===== src/rtl/bist_march_ctrl.sv =====
// March-test BIST sequencer: buffers march elements loaded through the TAP and replays them over the RAM.
// Optional build macro BIST_STOP_ON_FAIL_EN: end the run at the first read mismatch.
module bist_march_ctrl #(
  parameter int unsigned DEPTH      = 256,
  parameter int unsigned DATA_W     = 8,
  parameter int unsigned PROG_DEPTH = 16,
  localparam int unsigned AW        = $clog2(DEPTH)
) (
  input  logic              clk,
  input  logic              rst_n,
  input  logic              prog_wr,
  input  logic [9:0]        prog_data,
  input  logic              prog_clr,
  input  logic              start,
  output logic [AW-1:0]     ram_addr,
  output logic              ram_we,
  output logic [DATA_W-1:0] ram_wdata,
  input  logic [DATA_W-1:0] ram_rdata,
  output logic              busy,
  output logic              done,
  output logic              pass,
  output logic [AW-1:0]     fail_addr,
  output logic [3:0]        fail_elem,
  output logic [7:0]        err_cnt,
  output logic              prog_ovf
);

  localparam int unsigned CW = $clog2(PROG_DEPTH + 1);
  localparam int unsigned IW = $clog2(PROG_DEPTH);

  localparam logic [1:0] OP_END = 2'b00;
  localparam logic [1:0] OP_W   = 2'b01;
  localparam logic [1:0] OP_RW  = 2'b11;

  typedef struct packed {
    logic       chk;
    logic       bg;
    logic       dir;
    logic [1:0] op;
  } elem_t;

  typedef enum logic [2:0] {
    S_IDLE, S_FETCH, S_WRITE, S_RD_ISSUE, S_RD_CHECK, S_DONE
  } state_t;

  state_t            state_q, state_d;
  elem_t             elem_q, elem_d;
  elem_t             prog_mem [PROG_DEPTH];
  elem_t             fetch_w;
  logic [CW-1:0]     idx_q, idx_d;
  logic [CW-1:0]     count_q;
  logic [AW-1:0]     addr_d, fail_addr_d, start_addr, next_addr;
  logic              we_d, busy_d, done_d, pass_d;
  logic [DATA_W-1:0] wdata_d;
  logic [3:0]        fail_elem_d;
  logic [7:0]        err_d;
  logic              mism, last, stop, load_ok;
  logic              unused_prog_bits;

  assign unused_prog_bits = ^prog_data[9:5];

  function automatic logic [DATA_W-1:0] pat(input elem_t e, input logic [AW-1:0] a);
    return {DATA_W{e.bg ^ (e.chk & a[0])}};
  endfunction

  assign fetch_w    = prog_mem[idx_q[IW-1:0]];
  assign start_addr = fetch_w.dir ? AW'(DEPTH - 1) : '0;
  assign next_addr  = elem_q.dir ? ram_addr - AW'(1) : ram_addr + AW'(1);
  assign last       = elem_q.dir ? (ram_addr == '0) : (ram_addr == AW'(DEPTH - 1));
  assign mism       = (ram_rdata != pat(elem_q, ram_addr));
`ifdef BIST_STOP_ON_FAIL_EN
  assign stop       = mism;
`else
  assign stop       = 1'b0;
`endif

  // Program buffer only changes while the sequencer is idle; clear wins over append.
  assign load_ok = (state_q == S_IDLE) && !prog_clr && prog_wr && (count_q != CW'(PROG_DEPTH));

  always_ff @(posedge clk) begin
    if (load_ok) prog_mem[count_q[IW-1:0]] <= elem_t'(prog_data[4:0]);
  end

  always_ff @(posedge clk) begin
    if (!rst_n) begin
      count_q  <= '0;
      prog_ovf <= 1'b0;
    end else if (state_q == S_IDLE) begin
      if (prog_clr) begin
        count_q  <= '0;
        prog_ovf <= 1'b0;
      end else if (prog_wr) begin
        if (count_q == CW'(PROG_DEPTH)) prog_ovf <= 1'b1;
        else                            count_q  <= count_q + CW'(1);
      end
    end
  end

  // Next state plus next values of every registered RAM/status output.
  always_comb begin
    state_d     = state_q;
    elem_d      = elem_q;
    idx_d       = idx_q;
    addr_d      = ram_addr;
    we_d        = 1'b0;
    wdata_d     = ram_wdata;
    busy_d      = busy;
    done_d      = 1'b0;
    pass_d      = pass;
    fail_addr_d = fail_addr;
    fail_elem_d = fail_elem;
    err_d       = err_cnt;
    case (state_q)
      S_IDLE: begin
        if (start) begin
          state_d     = S_FETCH;
          idx_d       = '0;
          busy_d      = 1'b1;
          pass_d      = 1'b1;
          err_d       = '0;
          fail_addr_d = '0;
          fail_elem_d = '0;
        end
      end
      S_FETCH: begin
        if (idx_q == count_q || fetch_w.op == OP_END) begin
          state_d = S_DONE;
          done_d  = 1'b1;
        end else begin
          elem_d = fetch_w;
          addr_d = start_addr;
          if (fetch_w.op == OP_W) begin
            state_d = S_WRITE;
            we_d    = 1'b1;
            wdata_d = pat(fetch_w, start_addr);
          end else begin
            state_d = S_RD_ISSUE;
          end
        end
      end
      S_WRITE: begin
        if (last) begin
          state_d = S_FETCH;
          idx_d   = idx_q + CW'(1);
        end else begin
          addr_d  = next_addr;
          we_d    = 1'b1;
          wdata_d = pat(elem_q, next_addr);
        end
      end
      S_RD_ISSUE: begin
        state_d = S_RD_CHECK;
        if (elem_q.op == OP_RW) begin
          we_d    = 1'b1;
          wdata_d = ~pat(elem_q, ram_addr);
        end
      end
      S_RD_CHECK: begin
        if (mism) begin
          pass_d = 1'b0;
          err_d  = (err_cnt == 8'hFF) ? err_cnt : err_cnt + 8'd1;
          if (pass) begin
            fail_addr_d = ram_addr;
            fail_elem_d = 4'(idx_q);
          end
        end
        if (stop) begin
          state_d = S_DONE;
          done_d  = 1'b1;
        end else if (last) begin
          state_d = S_FETCH;
          idx_d   = idx_q + CW'(1);
        end else begin
          state_d = S_RD_ISSUE;
          addr_d  = next_addr;
        end
      end
      S_DONE: begin
        state_d = S_IDLE;
        busy_d  = 1'b0;
      end
      default: state_d = S_IDLE;
    endcase
  end

  always_ff @(posedge clk) begin
    if (!rst_n) begin
      state_q   <= S_IDLE;
      elem_q    <= '0;
      idx_q     <= '0;
      ram_addr  <= '0;
      ram_we    <= 1'b0;
      ram_wdata <= '0;
      busy      <= 1'b0;
      done      <= 1'b0;
      pass      <= 1'b1;
      fail_addr <= '0;
      fail_elem <= '0;
      err_cnt   <= '0;
    end else begin
      state_q   <= state_d;
      elem_q    <= elem_d;
      idx_q     <= idx_d;
      ram_addr  <= addr_d;
      ram_we    <= we_d;
      ram_wdata <= wdata_d;
      busy      <= busy_d;
      done      <= done_d;
      pass      <= pass_d;
      fail_addr <= fail_addr_d;
      fail_elem <= fail_elem_d;
      err_cnt   <= err_d;
    end
  end

endmodule


===== config.mk =====
export PLATFORM = sky130hd
export DESIGN_NAME = bist_march_ctrl
export DESIGN_NICKNAME = d
export VERILOG_FILES = /design/src/rtl/bist_march_ctrl.sv
export SDC_FILE = /design/constraint.sdc
export NUM_CORES = 1
export LEC_CHECK = 0
export CORE_AREA = 2 2 128 130
export CTS_CLUSTER_SIZE = 28
export DETAILED_ROUTE_END_ITERATION = 16
export DIE_AREA = 0 0 130 132
export SLEW_MARGIN = 0
export SYNTH_ARGS = -nofsm -noshare
export SYNTH_HDL_FRONTEND = slang
export SYNTH_SLANG_ARGS = --single-unit

===== constraint.sdc =====
create_clock -name clk -period 2.25 [get_ports clk]
set_clock_uncertainty 0.2 [all_clocks]
set_input_delay 0.225 -clock clk [delete_from_list [all_inputs] [get_ports clk]]
set_output_delay 0.225 -clock clk [all_outputs]
set_load 0.03 [all_outputs]

==> results of run 1 <==
==> worst max-delay path by stage <==
stage | start | endpoint | slack (ns)
CTS | flop | ram_addr[7] | -0.23
global placement | ram_rdata[5] | fail_addr[6] | -0.54
global route | flop | ram_addr[0] | -0.31
detailed placement | ram_rdata[6] | fail_elem[2] | -0.59
finish | flop | ram_addr[7] | -0.23
floorplan | flop | ram_addr[0] | -0.12
==> registers in the layout (all words and copies together), names as in the netlist, 4 cells and up, named ones only <==
| signal | count |
|---|---|
| fail_addr | 8 |
| elem_q | 5 |
| prog_mem | 80 |
| fail_elem | 4 |
| ram_addr | 8 |
| err_cnt | 8 |
| idx_q | 5 |
| count_q | 5 |
==> metrics by stage <==
step / worst slack, ns / power, mW
after floorplan: -0.123 / 3.78
after global placement: -0.537 / 4.34
after detailed placement: -0.587 / 4.37
after CTS: -0.230 / 7.38
after global routing: -0.309 / 7.68
final: -0.229 / 7.37
==> per-layer routing <==
layer  GRT usage  share of wire
met5           0              0
met4      0.0538          0.016
met3      0.0491          0.044
met2       0.298           0.50
met1       0.219           0.44
==> cell usage after synthesis (all sizes together), types with 11 or more instances <==
cell    count  area share
a21oi      19       0.015
and2       19       0.019
and3       15       0.015
buf        14       0.018
clkbuf     13      0.0079
dfxtp      56        0.18
edfxtp     80        0.39
ha         12       0.024
inv        11      0.0067
mux2i      16       0.026
mux4       21       0.087
nand2      35       0.021
nand3      13       0.011
nand4      12       0.012
nor2       40       0.024
o21ai      11      0.0089
xor2       16       0.023
==> critical path: cells and delay by family, from the launching register on <==
kind	cells	cell delay, ns
AO/OA/AOI/OAI	4	0.95
buffers and inverters	1	0.15
flip-flops	1	0.44
multiplexers	1	0.51
AND/OR/NAND/NOR	1	0.11
==> cell families (layout without fill, tap and decap cells) <==
kind of cell             Yosys count  after routing  share of synthesized area
AND/OR/NAND/NOR                  171            171                      0.141
flip-flops                       136            136                      0.572
AO/OA/AOI/OAI                     66             67                     0.0751
buffers and inverters             39            177                     0.0337
multiplexers                      38             38                      0.115
XOR/XNOR                          25             25                     0.0355
adder cells (fa/ha/maj)           13             13                     0.0276
==> where the power goes <==
part	internal, mW	total [mW]	switching (mW)
Sequential	2.74	2.84	0.107
Clock	1.77	2.90	1.13
Combinational	0.745	1.63	0.881
==> final cells by class <==
class                      count  share of cell area
sequential                   136               0.426
multi-input combinational    314               0.313
timing repair buffer         133               0.148
clock buffer                  17              0.0514
tap                          216              0.0326
clock inverter                15              0.0230
inverter                      12             0.00544
==> timing repair <==
item                                    in CTS  in global routing
cloned                                       1                  0
endpoints found under the setup margin      98                109
resized for setup                           37                 21
setup buffers                                5                  0
pin swaps                                    9                  5
==> reports/metrics.yaml, run 1 <==
hp-start: "elem_q[0]"
layout.nets: 650
syn_nets: 524
rsz0062_at_grt: "yes"
p_per_area_mw_per_mm2: 890
vias_per_cell: 5.10
place_congestion: 0.819
floorplan.initialDensity: 0.392
h-tree-depth: 4
drv_slew: 0
coreArea_mm2: 0.0157
worstMarginPinSlew_ns: 0.566
max_slew_margin: 0.621
seq_area_mm2: 0.00353
insertion_delay_ns: 0.42
async_flop_share: 0
drt_pass1_iterations: 4
fin_crit_ns: 2.48
irDropWorstVdd_v: 0.000950
cp_slowest_cell: "mux4_2"
drt-total-wl_mm: 14.4
final_cells: 843
dieArea_mm2: 0.0172
r2r_slack_ns: -0.23
dr_total_vias: 4302
cp_cell_sequence: "buf_12 > mux4_2 > a22oi_2 > nand3_2 > o21ba_4 > o211a_4 > o221a_2"
clkSlewWorstSetupHoldPaths_ns: 0.06
timing.final.ws_setup_ns: -0.229
cts_root_buffer: "clkbuf_16"
die_h_um: 132
synthesis.area_mm2: 0.00616
drt-wirelength-per-cell_um: 17.0
drt.antenna.violating_nets: 0
worst_setup_path_start_kind: "flop"
final_util: 0.527
antenna_found_initial: 0
setup_violations: 14
area_delta_synth_final_pct: 34.4
final_cell_mix: "edfxtp_1, buf_4, clkdlybuf4s50_1"
route.detailed.drc: 0
worst-endpoint-arrival_ns: 2.59
crit_path_end_kind: "flop"
synth.distinct_cells: 59
multiInputGateArea_mm2: 0.00259
clockBufferDepth: 2
crit_fanout: 8
antennaDiodeCount: 0
crit_required_ns: 2.36
ys_ff_latch: 136
drive_gt1_frac: 0.263
grt_pass1_wl_mm: 22.9
holdPathStages: 2
power.leakage_nw: 3.14
portBuffers: 58
syn_inst: 488
critical_path_class: "reg2reg"
period_share: 1.10
io_pins: 64
ff2ff_path_depth: 7
min_to: "elem_q[0]"
worst_hold_slack_ns: 0.257
synth_edf_count: 80
crit_path_max_incr_delay_ns: 0.51
place_inst: 806
grt_start_max_net_pins: 19
place_hpwl_mm: 10.3
status: "complete, but fails checks"
die_w_um: 130
first_iter_violations: 287
finalHoldViolCount: 0
ys_seq_area_frac: 0.572
fin_area_mm2: 0.00828
grt_pass1_vias: 4359
fillCellCount: 1338
drv_cap: 0
rr_endpoint: "ram_addr[7]"
cts_hold_buf: 0
cts_buffers: 17
tns_ns: -2.03
fmax_mhz: 403
final_common_cell: "edfxtp_1"
violations: "setup timing"
place_area_mm2: 0.00745
cts_num_sinks: 136
worst_hold_path_type: "reg2reg"
ys_dominant_reg_cell: "edfxtp_1"
cts_tree: "done"
grt.total_usage: 0.176
yosys_warnings: 0
synth_area_per_cell_um2: 12.6
num_rows: 46
overflow: 0
Note: power is estimated with default switching activity, not from simulation.
==> run 2, diff against run 1 <==
- SETUP_SLACK_MARGIN: default -> 0.15
==> run 2 against run 1 <==
The flow still finishes with violations (setup timing). Sequential share of layout area fell by 0.60 points. Routed wire length rose by 0.78%. Total power fell by 1.9%. Cell area rose by 1.8%. Largest power group is now registers. Highest routed layer unchanged.
==> reports/metrics.yaml, run 2 (same netlist as run 1, synthesis figures left out) <==
status: "complete, but fails checks"
violations: "setup timing"
cts_num_sinks: 136
dp_worst_setup_slack_ns: -0.611
place_congestion: 0.800
final_common_cell: "edfxtp_1"
dr_total_vias: 4332
die_w_um: 130
r2r_slack_ns: -0.21
worst-endpoint-arrival_ns: 2.57
overflow: 0
clockBufferDepth: 2
grt_start_max_net_pins: 19
total_power_mw: 7.23
place_inst: 789
worst_setup_path_start_kind: "flop"
critical_path_class: "reg2reg"
fillCellCount: 1317
seq_area_mm2: 0.00354
cts_buffers: 17
final_cells: 837
worst_hold_slack_ns: 0.254
drt-total-wl_mm: 14.5
route.detailed.drc: 0
antennaDiodeCount: 0
dieArea_mm2: 0.0172
drt-wirelength-per-cell_um: 17.3
floorplan.initialDensity: 0.392
rsz0062_at_grt: "yes"
fin_crit_ns: 2.46
grt_pass1_wl_mm: 23.1
drt_pass1_iterations: 4
worst_hold_path_type: "reg2reg"
insertion_delay_ns: 0.42
portBuffers: 58
cts_tree: "done"
vias_per_cell: 5.18
coreArea_mm2: 0.0157
p_per_area_mw_per_mm2: 858
clkSlewWorstSetupHoldPaths_ns: 0.06
setup_violations: 14
drv_cap: 0
max_slew_margin: 0.629
num_rows: 46
area_delta_synth_final_pct: 36.7
final_cell_mix: "edfxtp_1, buf_4, clkdlybuf4s50_1"
final_util: 0.536
fmax_mhz: 407
crit_fanout: 8
worstMarginPinSlew_ns: 0.554
layout.nets: 645
die_h_um: 132
irDropWorstVdd_v: 0.000756
crit_required_ns: 2.36
h-tree-depth: 4
place_hpwl_mm: 9.85
cts_root_buffer: "clkbuf_16"
largest_reg_flops: 80
multiInputGateArea_mm2: 0.00279
antenna_found_initial: 0
drive_gt1_frac: 0.317
first_iter_violations: 225
finalHoldViolCount: 0
period_share: 1.09
grt.total_usage: 0.176
grt_pass1_vias: 4351
drt.antenna.violating_nets: 0
timing.final.ws_setup_ns: -0.210
crit_path_end_kind: "flop"
power.leakage_nw: 3.23
io_pins: 64
drv_slew: 0
==> run 2: cell types whose count changed in the layout (fill, tap and decap cells not counted), moves of 4 or more <==
cell             before  now
nand3_2               2    6
buf_4                65   59
nand3_1              11    7
and2_2               11    0
clkdlybuf4s50_1      58   51
nand2_1              33   27
dfxtp_1              52   47
nand2_2               2    7
dlymetal6s2s_1        0    6
and2_4                2   17
and2_1                6    2
a21oi_1              18   14
==> run 2: final cells by class <==
class	instances	share of cell area
clock inverter	13	0.0177
inverter	12	0.00534
multi-input combinational	314	0.331
clock buffer	18	0.0509
timing repair buffer	128	0.143
tap	216	0.0321
sequential	136	0.420
==> run 2: worst paths after layout <==
kind	cells past startpoint	to	start
worst max-delay path	6	ram_addr[7]	flop
worst min-delay path	2	elem_q[1]	elem_q[1]
worst max register to register	6	ram_addr[7]	flop
worst min register to register	2	elem_q[1]	elem_q[1]
==> run 2: report_power, final <==
| part | switching (mW) | leakage (nW) | internal, mW | total (mW) |
|---|---|---|---|---|
| Combinational | 0.925 | 1.78 | 0.735 | 1.66 |
| Clock | 1.08 | 0.275 | 1.64 | 2.72 |
| Sequential | 0.113 | 1.18 | 2.74 | 2.86 |
==> run 2: stage by stage <==
step                      setup TNS [ns]  cell area [um2]
after floorplan                   -0.818             6270
after global placement            -12.86             7370
after detailed placement          -14.43             7370
after CTS                          -1.81             8200
after global routing               -2.98             8430
final                              -1.91             8430
==> run 2: timing repair <==
action	in CTS	in global routing
hold buffers	0	0
cloned	1	1
pin swaps	9	22
setup buffers	9	6
endpoints found under the setup margin	124	127
resized for setup	53	43
==> run 2: routing by layer <==
layer / routed length, um / up-vias / global-route usage
met5: 0 / - / 0
met4: 299 / 0 / 0.0800
met3: 600 / 27 / 0.0349
met2: 7120 / 105 / 0.291
met1: 6470 / 2128 / 0.223
li1: - / 2072 / -
==> run 2: worst max-delay path, stage by stage, from the launching register on <==
cell     delay [ns]
dfxtp_4        0.40
mux4_1         0.59
a22oi_2        0.25
nand3_2        0.13
o21ba_4        0.24
o211a_4        0.28
o221a_2        0.27
==> run 3, diff against run 2 <==
- SLEW_MARGIN: 0 -> 20
- clock period: 2.25 -> 2.5 ns (I/O delays scaled with it)
==> run 3 against run 2 <==
The run now ends clean. Global-route usage is 0.47 points lower. Clock power decreased by 17%. First-iteration DRC count is 17% higher. Clock-buffer cell count increased by 1. Critical endpoint unchanged. Critical path depth is 1 higher. Highest routed layer unchanged.
==> reports/metrics.yaml, run 3 (same netlist as run 1, synthesis figures left out) <==
crit_required_ns: 2.60
place_congestion: 0.795
cts_root_buffer: "clkbuf_16"
vias_per_cell: 5.15
coreArea_mm2: 0.0157
crit_path_max_incr_delay_ns: 0.53
insertion_delay_ns: 0.41
fillCellCount: 1348
power.leakage_nw: 2.95
place_hpwl_mm: 9.69
h-tree-depth: 4
crit_fanout: 8
die_h_um: 132
largest_reg_flops: 80
drt_pass1_iterations: 5
cts_num_sinks: 136
use_met1: 0.226
die_w_um: 130
cp.buffers_inverters: 1
antenna_found_initial: 0
drt-total-wl_mm: 14.1
rsz0062_at_grt: "yes"
cts_buffers: 17
worst_setup_path_start_kind: "flop"
drive_gt1_frac: 0.238
status: "complete, no violations"
grt_pass1_vias: 4189
num_rows: 46
grt.total_usage: 0.172
period_share: 0.984
critical_path_class: "reg2reg"
clockBufferDepth: 2
final_cells: 818
layout.nets: 625
use_met2: 0.272
floorplan.initialDensity: 0.392
final_cell_mix: "edfxtp_1, clkdlybuf4s50_1, dfxtp_1"
p_per_area_mw_per_mm2: 779
grt_use_met3: 0.0519
finalHoldViolCount: 0
clkSlewWorstSetupHoldPaths_ns: 0.06
cp_slowest_cell: "mux4_2"
cts_tree: "done"
dieArea_mm2: 0.0172
route.detailed.drc: 0
io_pins: 64
grt_start_max_net_pins: 19
cp_cell_sequence: "buf_6 > mux4_2 > nand2_2 > nand4_1 > o21ba_4 > o211a_4 > o221a_2"
worst_hold_path_type: "reg2reg"
worst-endpoint-arrival_ns: 2.56
overflow: 0
fin_crit_ns: 2.46
drt-wirelength-per-cell_um: 17.2
grt_pass1_wl_mm: 22.4
area_delta_synth_final_pct: 30.0
dr_total_vias: 4213
max_slew_margin: 0.604
final_common_cell: "edfxtp_1"
final_util: 0.510
irDropWorstVdd_v: 0.000765
grt-busiest-layer: "met2"
worstMarginPinSlew_ns: 0.591
drv_cap: 0
crit_path_end_kind: "flop"
drt.antenna.violating_nets: 0
cts_hold_buf: 0
place_inst: 776
antennaDiodeCount: 0
drv_slew: 0
fmax_mhz: 406
first_iter_violations: 263
setup_violations: 0
crit_family: "compound AO/OA/AOI/OAI gates"
portBuffers: 58
==> run 3: cell types whose count changed in the layout (fill, tap and decap cells not counted), sizes merged <==
cell,before,now
buf,69,50
dlymetal6s2s,6,0
clkinv,6,8
inv,14,13
clkdlybuf4s50,51,58
bufinv,2,1
dlygate4sd2,1,0
==> run 3: path summary, 6_finish.rpt <==
kind / start / endpoint / slack [ns] / depth (start not counted)
setup / recovery: flop / ram_addr[7] / 0.04 / 7
hold / removal: elem_q[1] / elem_q[1] / 0.26 / 2
setup reg to reg: flop / ram_addr[7] / 0.04 / 7
hold reg to reg: elem_q[1] / elem_q[1] / 0.26 / 2
==> run 3: stage by stage <==
| stage | setup WS, ns | power, mW | hold WS [ns] | setup TNS, ns | cell area, um2 |
|---|---|---|---|---|---|
| final | 0.0392 | 6.24 | 0.259 | 0 | 8010 |
| after global routing | -0.0325 | 6.52 | 0.304 | -0.0505 | 8010 |
| after CTS | 0.0517 | 6.23 | 0.258 | 0 | 7900 |
| after detailed placement | -0.375 | 3.85 | 0.251 | -5.60 | 7190 |
| after global placement | -0.274 | 3.83 | 0.246 | -3.92 | 7190 |
| after floorplan | 0.127 | 3.39 | 0.149 | 0 | 6170 |
==> run 3: worst reg2reg max path: stages (launching register included) <==
cell	delay (ns)
dfxtp_4	0.41
buf_6	0.13
mux4_2	0.53
nand2_2	0.09
nand4_1	0.16
o21ba_4	0.28
o211a_4	0.28
o221a_2	0.27
==> run 3: routing by layer <==
metal | share of wire | wire length (um)
met5 | 0 | 0
met4 | 0.017 | 237
met3 | 0.058 | 814
met2 | 0.48 | 6770
met1 | 0.44 | 6270
==> run 3: repair_timing <==
action                                  4_1_cts  5_1_grt
buffers inserted                              7        1
gates cloned                                  2        0
resized for setup                            37       30
endpoints found under the setup margin       52      105
pin swaps                                     7        6
==> run 3: final cells by class <==
class | count | area, um2 | share of cell area
multi-input cells | 314 | 2600 | 0.324
flip-flops and latches | 136 | 3530 | 0.440
well taps | 216 | 270 | 0.0337
inverters | 12 | 45.0 | 0.00562
repair buffers | 108 | 1030 | 0.129
clock inverters | 13 | 105 | 0.0131
clock buffers | 19 | 433 | 0.0540
==> run 3: power by group <==
part / switching, mW / internal, mW / total [mW]
registers: 0.104 / 2.46 / 2.57
logic: 0.784 / 0.615 / 1.40
clock network: 0.919 / 1.36 / 2.27
total: 1.81 / 4.43 / 6.24
